### src/rtl/state_trace_tx.sv
// Architectural-state dump transmitter: on an accepted snapshot it streams the PC
// followed by x0..x(NREG-1), fetched one register per FETCH cycle, over valid/ready.
module state_trace_tx #(
    parameter int DATA_W = 32,
    parameter int NREG   = 32,
    parameter int IDX_W  = 5
) (
    input  logic              clk_i,
    input  logic              rst_i,
    input  logic              start_i,
    input  logic              snap_i,
    input  logic [DATA_W-1:0] pc_i,
    output logic [IDX_W-1:0]  rf_addr_o,
    input  logic [DATA_W-1:0] rf_data_i,
    output logic              tx_valid_o,
    input  logic              tx_ready_i,
    output logic [DATA_W-1:0] tx_data_o,
    output logic [5:0]        tx_tag_o,
    output logic              tx_last_o,
    output logic              busy_o,
    output logic [15:0]       frame_cnt_o,
    output logic [15:0]       drop_cnt_o
);

    typedef enum logic [1:0] {
        ST_IDLE     = 2'd0,
        ST_SEND_PC  = 2'd1,
        ST_FETCH    = 2'd2,
        ST_SEND_REG = 2'd3
    } state_t;

    state_t              state_q, state_d;
    logic [IDX_W-1:0]    idx_q, idx_d;
    logic                tx_valid_q, tx_valid_d;
    logic [DATA_W-1:0]   tx_data_q, tx_data_d;
    logic [5:0]          tx_tag_q, tx_tag_d;
    logic                tx_last_q, tx_last_d;
    logic                busy_q, busy_d;
    logic [15:0]         frame_cnt_q, frame_cnt_d;
    logic [15:0]         drop_cnt_q, drop_cnt_d;

    logic                req_s;
    logic                hs_s;

    function automatic logic [15:0] sat_inc16(input logic [15:0] v);
        if (v == 16'hFFFF) begin
            return v;
        end else begin
            return v + 16'd1;
        end
    endfunction

    assign req_s = snap_i & start_i;
    assign hs_s  = tx_valid_q & tx_ready_i;

    // Next-state and output-register logic; every field holds unless a transition updates it.
    always_comb begin
        state_d     = state_q;
        idx_d       = idx_q;
        tx_valid_d  = tx_valid_q;
        tx_data_d   = tx_data_q;
        tx_tag_d    = tx_tag_q;
        tx_last_d   = tx_last_q;
        busy_d      = busy_q;
        frame_cnt_d = frame_cnt_q;

        case (state_q)
            ST_IDLE: begin
                if (req_s) begin
                    tx_data_d   = pc_i;
                    tx_tag_d    = 6'd0;
                    tx_last_d   = 1'b0;
                    tx_valid_d  = 1'b1;
                    busy_d      = 1'b1;
                    frame_cnt_d = frame_cnt_q + 16'd1;
                    state_d     = ST_SEND_PC;
                end else begin
                    state_d = ST_IDLE;
                end
            end
            ST_SEND_PC: begin
                if (hs_s) begin
                    tx_valid_d = 1'b0;
                    idx_d      = {IDX_W{1'b0}};
                    state_d    = ST_FETCH;
                end else begin
                    state_d = ST_SEND_PC;
                end
            end
            ST_FETCH: begin
                // rf_addr_o has been stable for a full cycle, so rf_data_i is valid here
                tx_data_d  = rf_data_i;
                tx_tag_d   = 6'(idx_q) + 6'd1;
                tx_last_d  = (idx_q == IDX_W'(NREG - 1));
                tx_valid_d = 1'b1;
                state_d    = ST_SEND_REG;
            end
            ST_SEND_REG: begin
                if (hs_s) begin
                    tx_valid_d = 1'b0;
                    if (tx_last_q) begin
                        tx_last_d = 1'b0;
                        busy_d    = 1'b0;
                        state_d   = ST_IDLE;
                    end else begin
                        idx_d   = idx_q + {{(IDX_W-1){1'b0}}, 1'b1};
                        state_d = ST_FETCH;
                    end
                end else begin
                    state_d = ST_SEND_REG;
                end
            end
            default: begin
                tx_valid_d = 1'b0;
                tx_last_d  = 1'b0;
                busy_d     = 1'b0;
                state_d    = ST_IDLE;
            end
        endcase
    end

    // Requests arriving while a frame is in flight are counted, never queued.
    always_comb begin
        if ((state_q != ST_IDLE) && req_s) begin
            drop_cnt_d = sat_inc16(drop_cnt_q);
        end else begin
            drop_cnt_d = drop_cnt_q;
        end
    end

    // State and output registers with synchronous reset.
    always_ff @(posedge clk_i) begin
        if (rst_i) begin
            state_q     <= ST_IDLE;
            idx_q       <= {IDX_W{1'b0}};
            tx_valid_q  <= 1'b0;
            tx_data_q   <= {DATA_W{1'b0}};
            tx_tag_q    <= 6'd0;
            tx_last_q   <= 1'b0;
            busy_q      <= 1'b0;
            frame_cnt_q <= 16'd0;
            drop_cnt_q  <= 16'd0;
        end else begin
            state_q     <= state_d;
            idx_q       <= idx_d;
            tx_valid_q  <= tx_valid_d;
            tx_data_q   <= tx_data_d;
            tx_tag_q    <= tx_tag_d;
            tx_last_q   <= tx_last_d;
            busy_q      <= busy_d;
            frame_cnt_q <= frame_cnt_d;
            drop_cnt_q  <= drop_cnt_d;
        end
    end

    assign rf_addr_o   = idx_q;
    assign tx_valid_o  = tx_valid_q;
    assign tx_data_o   = tx_data_q;
    assign tx_tag_o    = tx_tag_q;
    assign tx_last_o   = tx_last_q;
    assign busy_o      = busy_q;
    assign frame_cnt_o = frame_cnt_q;
    assign drop_cnt_o  = drop_cnt_q;

endmodule

### config.mk
export PLATFORM = sky130hd
export DESIGN_NAME = state_trace_tx
export DESIGN_NICKNAME = d
export VERILOG_FILES = /design/src/rtl/state_trace_tx.sv
export SDC_FILE = /design/constraint.sdc
export NUM_CORES = 1
export LEC_CHECK = 0
export CAP_MARGIN = 10
export CORE_MARGIN = 4
export CORE_UTILIZATION = 47
export CTS_BUF_LIST = sky130_fd_sc_hd__clkbuf_8
export CTS_CLUSTER_DIAMETER = 80
export DETAILED_ROUTE_END_ITERATION = 10
export GPL_TIMING_DRIVEN = 0
export PLACE_DENSITY = 0.86
export SLEW_MARGIN = 20
export SYNTH_ARGS = -nofsm -noshare
export SYNTH_HDL_FRONTEND = slang
export SYNTH_SLANG_ARGS = --single-unit
### constraint.sdc
create_clock -name clk_i -period 3.2 [get_ports clk_i]
set_input_delay 0.64 -clock clk_i [delete_from_list [all_inputs] [get_ports clk_i]]
set_output_delay 0.64 -clock clk_i [all_outputs]
set_load 0.01 [all_outputs]
# Yosys cells after proc, flatten, opt, wreduce, memory -nomap -nowiden
# Index checks and enable logic that the tools add are counted.
# W data, S select, Z words.
[word_totals]
memories = 0
output_inout_bits = 78
inputBits = 69
latchBits = 0
mem_bits_rw = 0
romBits = 0
wordCells = 63
reg_bits = 80
[classes]
magnitude_cmp = 0
bitwise_logic = 3
n_mux = 21
div_mod_pow = 0
mul = 0
n_shift = 0
n_reduce_logical = 15
add_sub_neg = 4
n_eq_ne = 11
[op_table]
columns = ["cell", "count"]
rows = [
  ["$pmux W32 S2", 1],
  ["$add A16 B1 Y16 const B", 2],
  ["$mux W32", 1],
  ["$eq A16 B16 Y1 const B", 1],
  ["$mux W5", 3],
  ["$pmux W6 S2", 1],
  ["$ne A2 B2 Y1 const B", 5],
  ["$pmux W5 S2", 1],
  ["$pmux W2 S4", 1],
  ["$reduce_and A2 Y1", 4],
  ["$reduce_and A4 Y1", 2],
  ["$reduce_bool A2 Y1", 4],
  ["$add A5 B1 Y6 const B", 1],
  ["$mux W1", 6],
  ["$mux W2", 3],
  ["$mux W6", 1],
  ["$pmux W1 S3", 2],
  ["$add A5 B1 Y5 const B", 1],
  ["$eq A5 B5 Y1 const B", 1],
  ["$eq A2 B2 Y1 const B", 2],
  ["$reduce_and A3 Y1", 1],
  ["$reduce_bool A3 Y1", 1],
  ["$and A1 B1 Y1", 2],
  ["$eq A2 B1 Y1 const B", 1],
  ["6 further kinds", 6],
]

# Depth between registers and ports, before layout
[logic_depth]
depth_word = 4
ltp_mapped = 7
mapped_depth_nobuf = 5

# Least setup slack after synthesis
# OpenSTA, ideal clock, no wires.
[synth_path]
kind = "input-to-reg"
start = "in start_i"
end = "reg drop_cnt_q[14], in the netlist drop_cnt_o[14]"
arrival_ns = 1.737
setup_ns = 0.121
setup_slack_ns = 1.341
required_ns = 3.079
path_stages = 5
path_cell_list = "o211ai_2 > or2_0 > clkbuf_2 > or3_1 > mux2_4"
[synth_between]
elab_chain_len = 3
[synth_lines]
columns = ["item", "line", "text"]
rows = [
  ["from (decl)", "10", "input logic start_i,"],
  ["$and A1 B1 Y1", "53", "assign req_s = snap_i & start_i;"],
  ["$logic_and A1 B1 Y1", "124", "if ((state_q != ST_IDLE) && req_s) begin"],
  ["$reduce_and A2 Y1 (no source line)", "--", ""],
  ["to (signal assigned)", "152", "drop_cnt_q <= drop_cnt_d;"],
  ["to (decl)", "40", "logic [15:0] drop_cnt_q, drop_cnt_d;"],
]
# Every way passes these cells.
# A chain may end at the register's enable or synchronous reset.

# Final worst setup path
[layout_path]
start = "in snap_i"
end = "reg drop_cnt_q[14], in the netlist drop_cnt_o[14]"
[layout_between]
elab_chain_len = 3
[layout_lines]
columns = ["item", "line", "text"]
rows = [
  ["from (decl)", "11", "input logic snap_i,"],
  ["$and A1 B1 Y1", "53", ""],
  ["$logic_and A1 B1 Y1", "124", ""],
  ["$reduce_and A2 Y1 (no source line)", "--", ""],
]
# Every way passes these cells.

==> results by group <==
Run status
  • Status: complete, no violations

STA
  • Final Hold Vio Count: 0
  • FMAX: approximately 440 MHz
  • Worst slew margin: 61.1%
  • Fin crit share: between 70% and 80%
  • Setup WS post-layout: between 0.9 and 1 ns
  • Final hold slack: ~0.47 ns
  • Setup violators final: 0
  • Slew @ Worst Pin: slightly below 0.6 ns
  • RSZ-0062 raised after global routing: false
  • Fin. max-slew vios: 0
  • Final min period: 2.25 ns
  • Clock Skew: ~0.01 ns
  • Final setup TNS: 0 ns

Worst setup path
  • Reg2Reg Setup Slack: around 1.2 ns
  • Reg2reg end: drop_cnt_o[14]$_SDFFE_PP0P_
  • Worst Setup End Kind: flop
  • Crit-path max FO: 8
  • Cell depth of the worst flop-to-flop path: 6
  • Worst EP required: about 3.4 ns
  • Largest delay share family, worst path: buffers and inverters
  • CP Cell Sequence: clkdlybuf4s50_1 > o211ai_2 > or2_0 > clkbuf_2 > or3_1 > mux2_4
  • CP bufs+invs: 2
  • Setup CP Type: input pin to flop
  • Crit path DAT: roughly 2.5 ns
  • Worst setup SP type: input pin
  • Reg-to-reg startpoint: drop_cnt_o[0]$_SDFFE_PP0P_
  • Crit-path slowest cell: clkdlybuf4s50_1
  • CP peak stage delay: a little under 0.6 ns

Synthesis
  • EDFF count, synth: 0
  • Post-synthesis adder-cell area fraction: under 10%
  • Synth Area in XOR/XNOR: under 10%
  • Post-synthesis mux area share: less than 1%
  • Yosys top cell area share: 44.4%
  • Ranking of synthesized cells by area: dfxtp_1, nand2_1, a311oi_1
  • Syn avg cell area: roughly 8.1 um^2
  • Simple-gate share of the synthesized area: approximately 28%
  • Synth Area in Compound Gates: about a fifth
  • Post-synthesis instance area: 0.00361 mm^2
  • Post-synth top area cell: dfxtp_1
  • Post-synth ARST share: 0%
  • Synth Net Count: between 500 and 600
  • Largest family of logic cells by synthesized area: simple AND/OR/NAND/NOR gates
  • Synth Instances: between 400 and 500
  • Post-synthesis register bit count: 80
  • Yosys cell types: 40
  • Sequential-to-total area share from yosys stat: approximately 44%
  • Ys Warns: 0
  • Post-synth top flop: dfxtp_1

Routing
  • Vias/cell: 5.66
  • Initial drt markers: between 200 and 250
  • Post-route DRC: 0
  • Via count: about 4000
  • Antenna Nets Post-Route: 0
  • DRT Wirelength: 11.5 mm
  • Wirelength per Cell: between 15 and 20 um
  • First-pass DRT Iterations: 5

Clocking
  • Worst-Skew Late Latency: roughly 0.35 ns
  • Post-CTS Setup Inserts: 0
  • Clk sinks: 80
  • Post-CTS Hold Fix Bufs: 0
  • Clk buf depth: 2
  • Clk slew on worst S/H paths: 0.08 ns
  • Root Buffer: clkbuf_8
  • CTS tree: done
  • PostCTS Resize Cnt: 0
  • CTS Buf Count: 9
  • H-tree levels: 3

Floorplanning
  • Rows: 31
  • Die Area: about 0.0091 mm^2
  • Starting Density: 48.9%
  • Die X: 95.6 um
  • Height of the die: approximately 96 um
  • I/O Pins: between 100 and 150
  • Core ar.: 0.00737 mm^2

Cells and area
  • Design area: 0.00544 mm^2
  • N_diodes: 0
  • Most frequent cells in the layout: clkdlybuf4s50_1, nand2_1, dfxtp_1
  • Area Growth Syn to Fin: 50.7%
  • Utilization after layout: 73.8%
  • Post-Layout Cell Count: slightly above 700
  • Most common cell after layout, fill and taps aside: clkdlybuf4s50_1
  • Final layout net count: 676
  • Layout cell share with drive strength beyond 1: around 4.4%

Pwr
  • Worst vdd ir: around 240 uV
  • P_leak: ~1.8 nW
  • Power Dens Cells: 415 mW/mm^2
  • Total power: 2.26 mW

Placement
  • Placed Cells: between 600 and 700
  • Pre-CTS setup slack: between 0.5 and 0.6 ns
  • Hpwl dp: 8.57 mm
  • GPL Wtd Cong: about 0.87
  • Port bufs: ~150
  • Placed Area: between 0.005 and 0.006 mm^2

Global routing
  • Vias in the first global route: 3864
  • Initial antenna violation count: 0
  • Gr usage total: roughly 25%
  • First-pass GRT wire length: between 15 and 20 mm
  • Grt ovf: 0
  • Largest net degree at the start of global routing: 15

Worst hold path
  • Hold path cells: 2
  • Worst min-delay path endpoint: tx_tag_o[4]$_SDFFE_PP0P_
  • Class of the worst hold path: flop to flop
  • Hold_sp: tx_tag_o[4]$_SDFFE_PP0P_

Run
  • # Max-Cap Violations: 0
-- final cells by class --
| class | count | area, um^2 |
|---|---|---|
| Fill cell | 537 | 1930 |
| Sequential cell | 80 | 1600 |
| Timing Repair Buffer | 145 | 1450 |
| Buffer | 31 | 128 |
| Multi-Input combinational cell | 332 | 1860 |
| Tap cell | 99 | 124 |
| Clock buffer | 10 | 138 |
| Clock inverter | 6 | 115 |
| Inverter | 4 | 15.0 |
-- state kept, by name (all words and copies together), names as in the netlist --
| signal | count |
|---|---|
| tx_data_o | 32 |
| drop_cnt_o | 16 |
| frame_cnt_o | 16 |
| tx_tag_o | 6 |
| rf_addr_o | 5 |
| state_q | 2 |
| busy_o | 1 |
| tx_last_o | 1 |
| tx_valid_o | 1 |
-- cells by family after synthesis --
logic type | count (synthesis)
buf+inv | 35
fa+ha+maj | 4
simple gates | 215
flops | 80
compound gates | 101
mux | 3
xor+xnor | 9
-- routing by layer --
metal,share of wire (%),track usage (%),wire (um)
met1,41,30.1,4700
met2,49,41.3,5600
met3,7.4,6.31,845
met4,2.7,9.72,308
met5,0,0,0
-- where the power goes --
group	switching (mW)	internal, mW	total, mW	leakage (nW)
Combinational	0.123	0.160	0.283	1.07
Sequential	0.0213	1.03	1.05	0.649
Clock	0.382	0.544	0.926	0.123
-- how the worst max path moves through the flow --
stage                 start                           to  slack, ns  cells after the start
finish               snap_i  drop_cnt_o[14]$_SDFFE_PP0P_       0.95                      6
detailed placement   snap_i  drop_cnt_o[14]$_SDFFE_PP0P_       0.57                      6
floorplan           start_i  drop_cnt_o[14]$_SDFFE_PP0P_       1.34                      5
CTS                  snap_i  drop_cnt_o[14]$_SDFFE_PP0P_       0.93                      6
global placement     snap_i  drop_cnt_o[14]$_SDFFE_PP0P_       0.62                      6
global route         snap_i   tx_data_o[26]$_SDFFE_PP0P_       0.85                      6
-- worst reg2reg max path, stage by stage, from the launching register on --
cell	delay, ns
dfxtp_1	0.43
ha_1	0.22
nand3_1	0.17
or2_0	0.25
clkbuf_2	0.16
or3_1	0.35
mux2_4	0.31
-- synthesized netlist by cell type (2+ instances only) --
cell type  instances
buf_2              5
nand4_1           11
a311oi_1          34
xnor2_1            2
or3_1             12
and2_1             2
nand2b_1           4
o21ai_0           13
inv_1              4
a21oi_1           35
a211oi_1           4
dfxtp_1           80
ha_1               4
a31oi_1            3
nor2b_1            2
and4_1             3
nor2_1            52
nand3_1           18
mux2i_1            2
xor2_1             7
and3_1             6
or4_1              8
nor4_1             3
nand2_1           87
clkbuf_1          24
o31ai_1            8
Note: power is estimated with default switching activity, not from simulation.
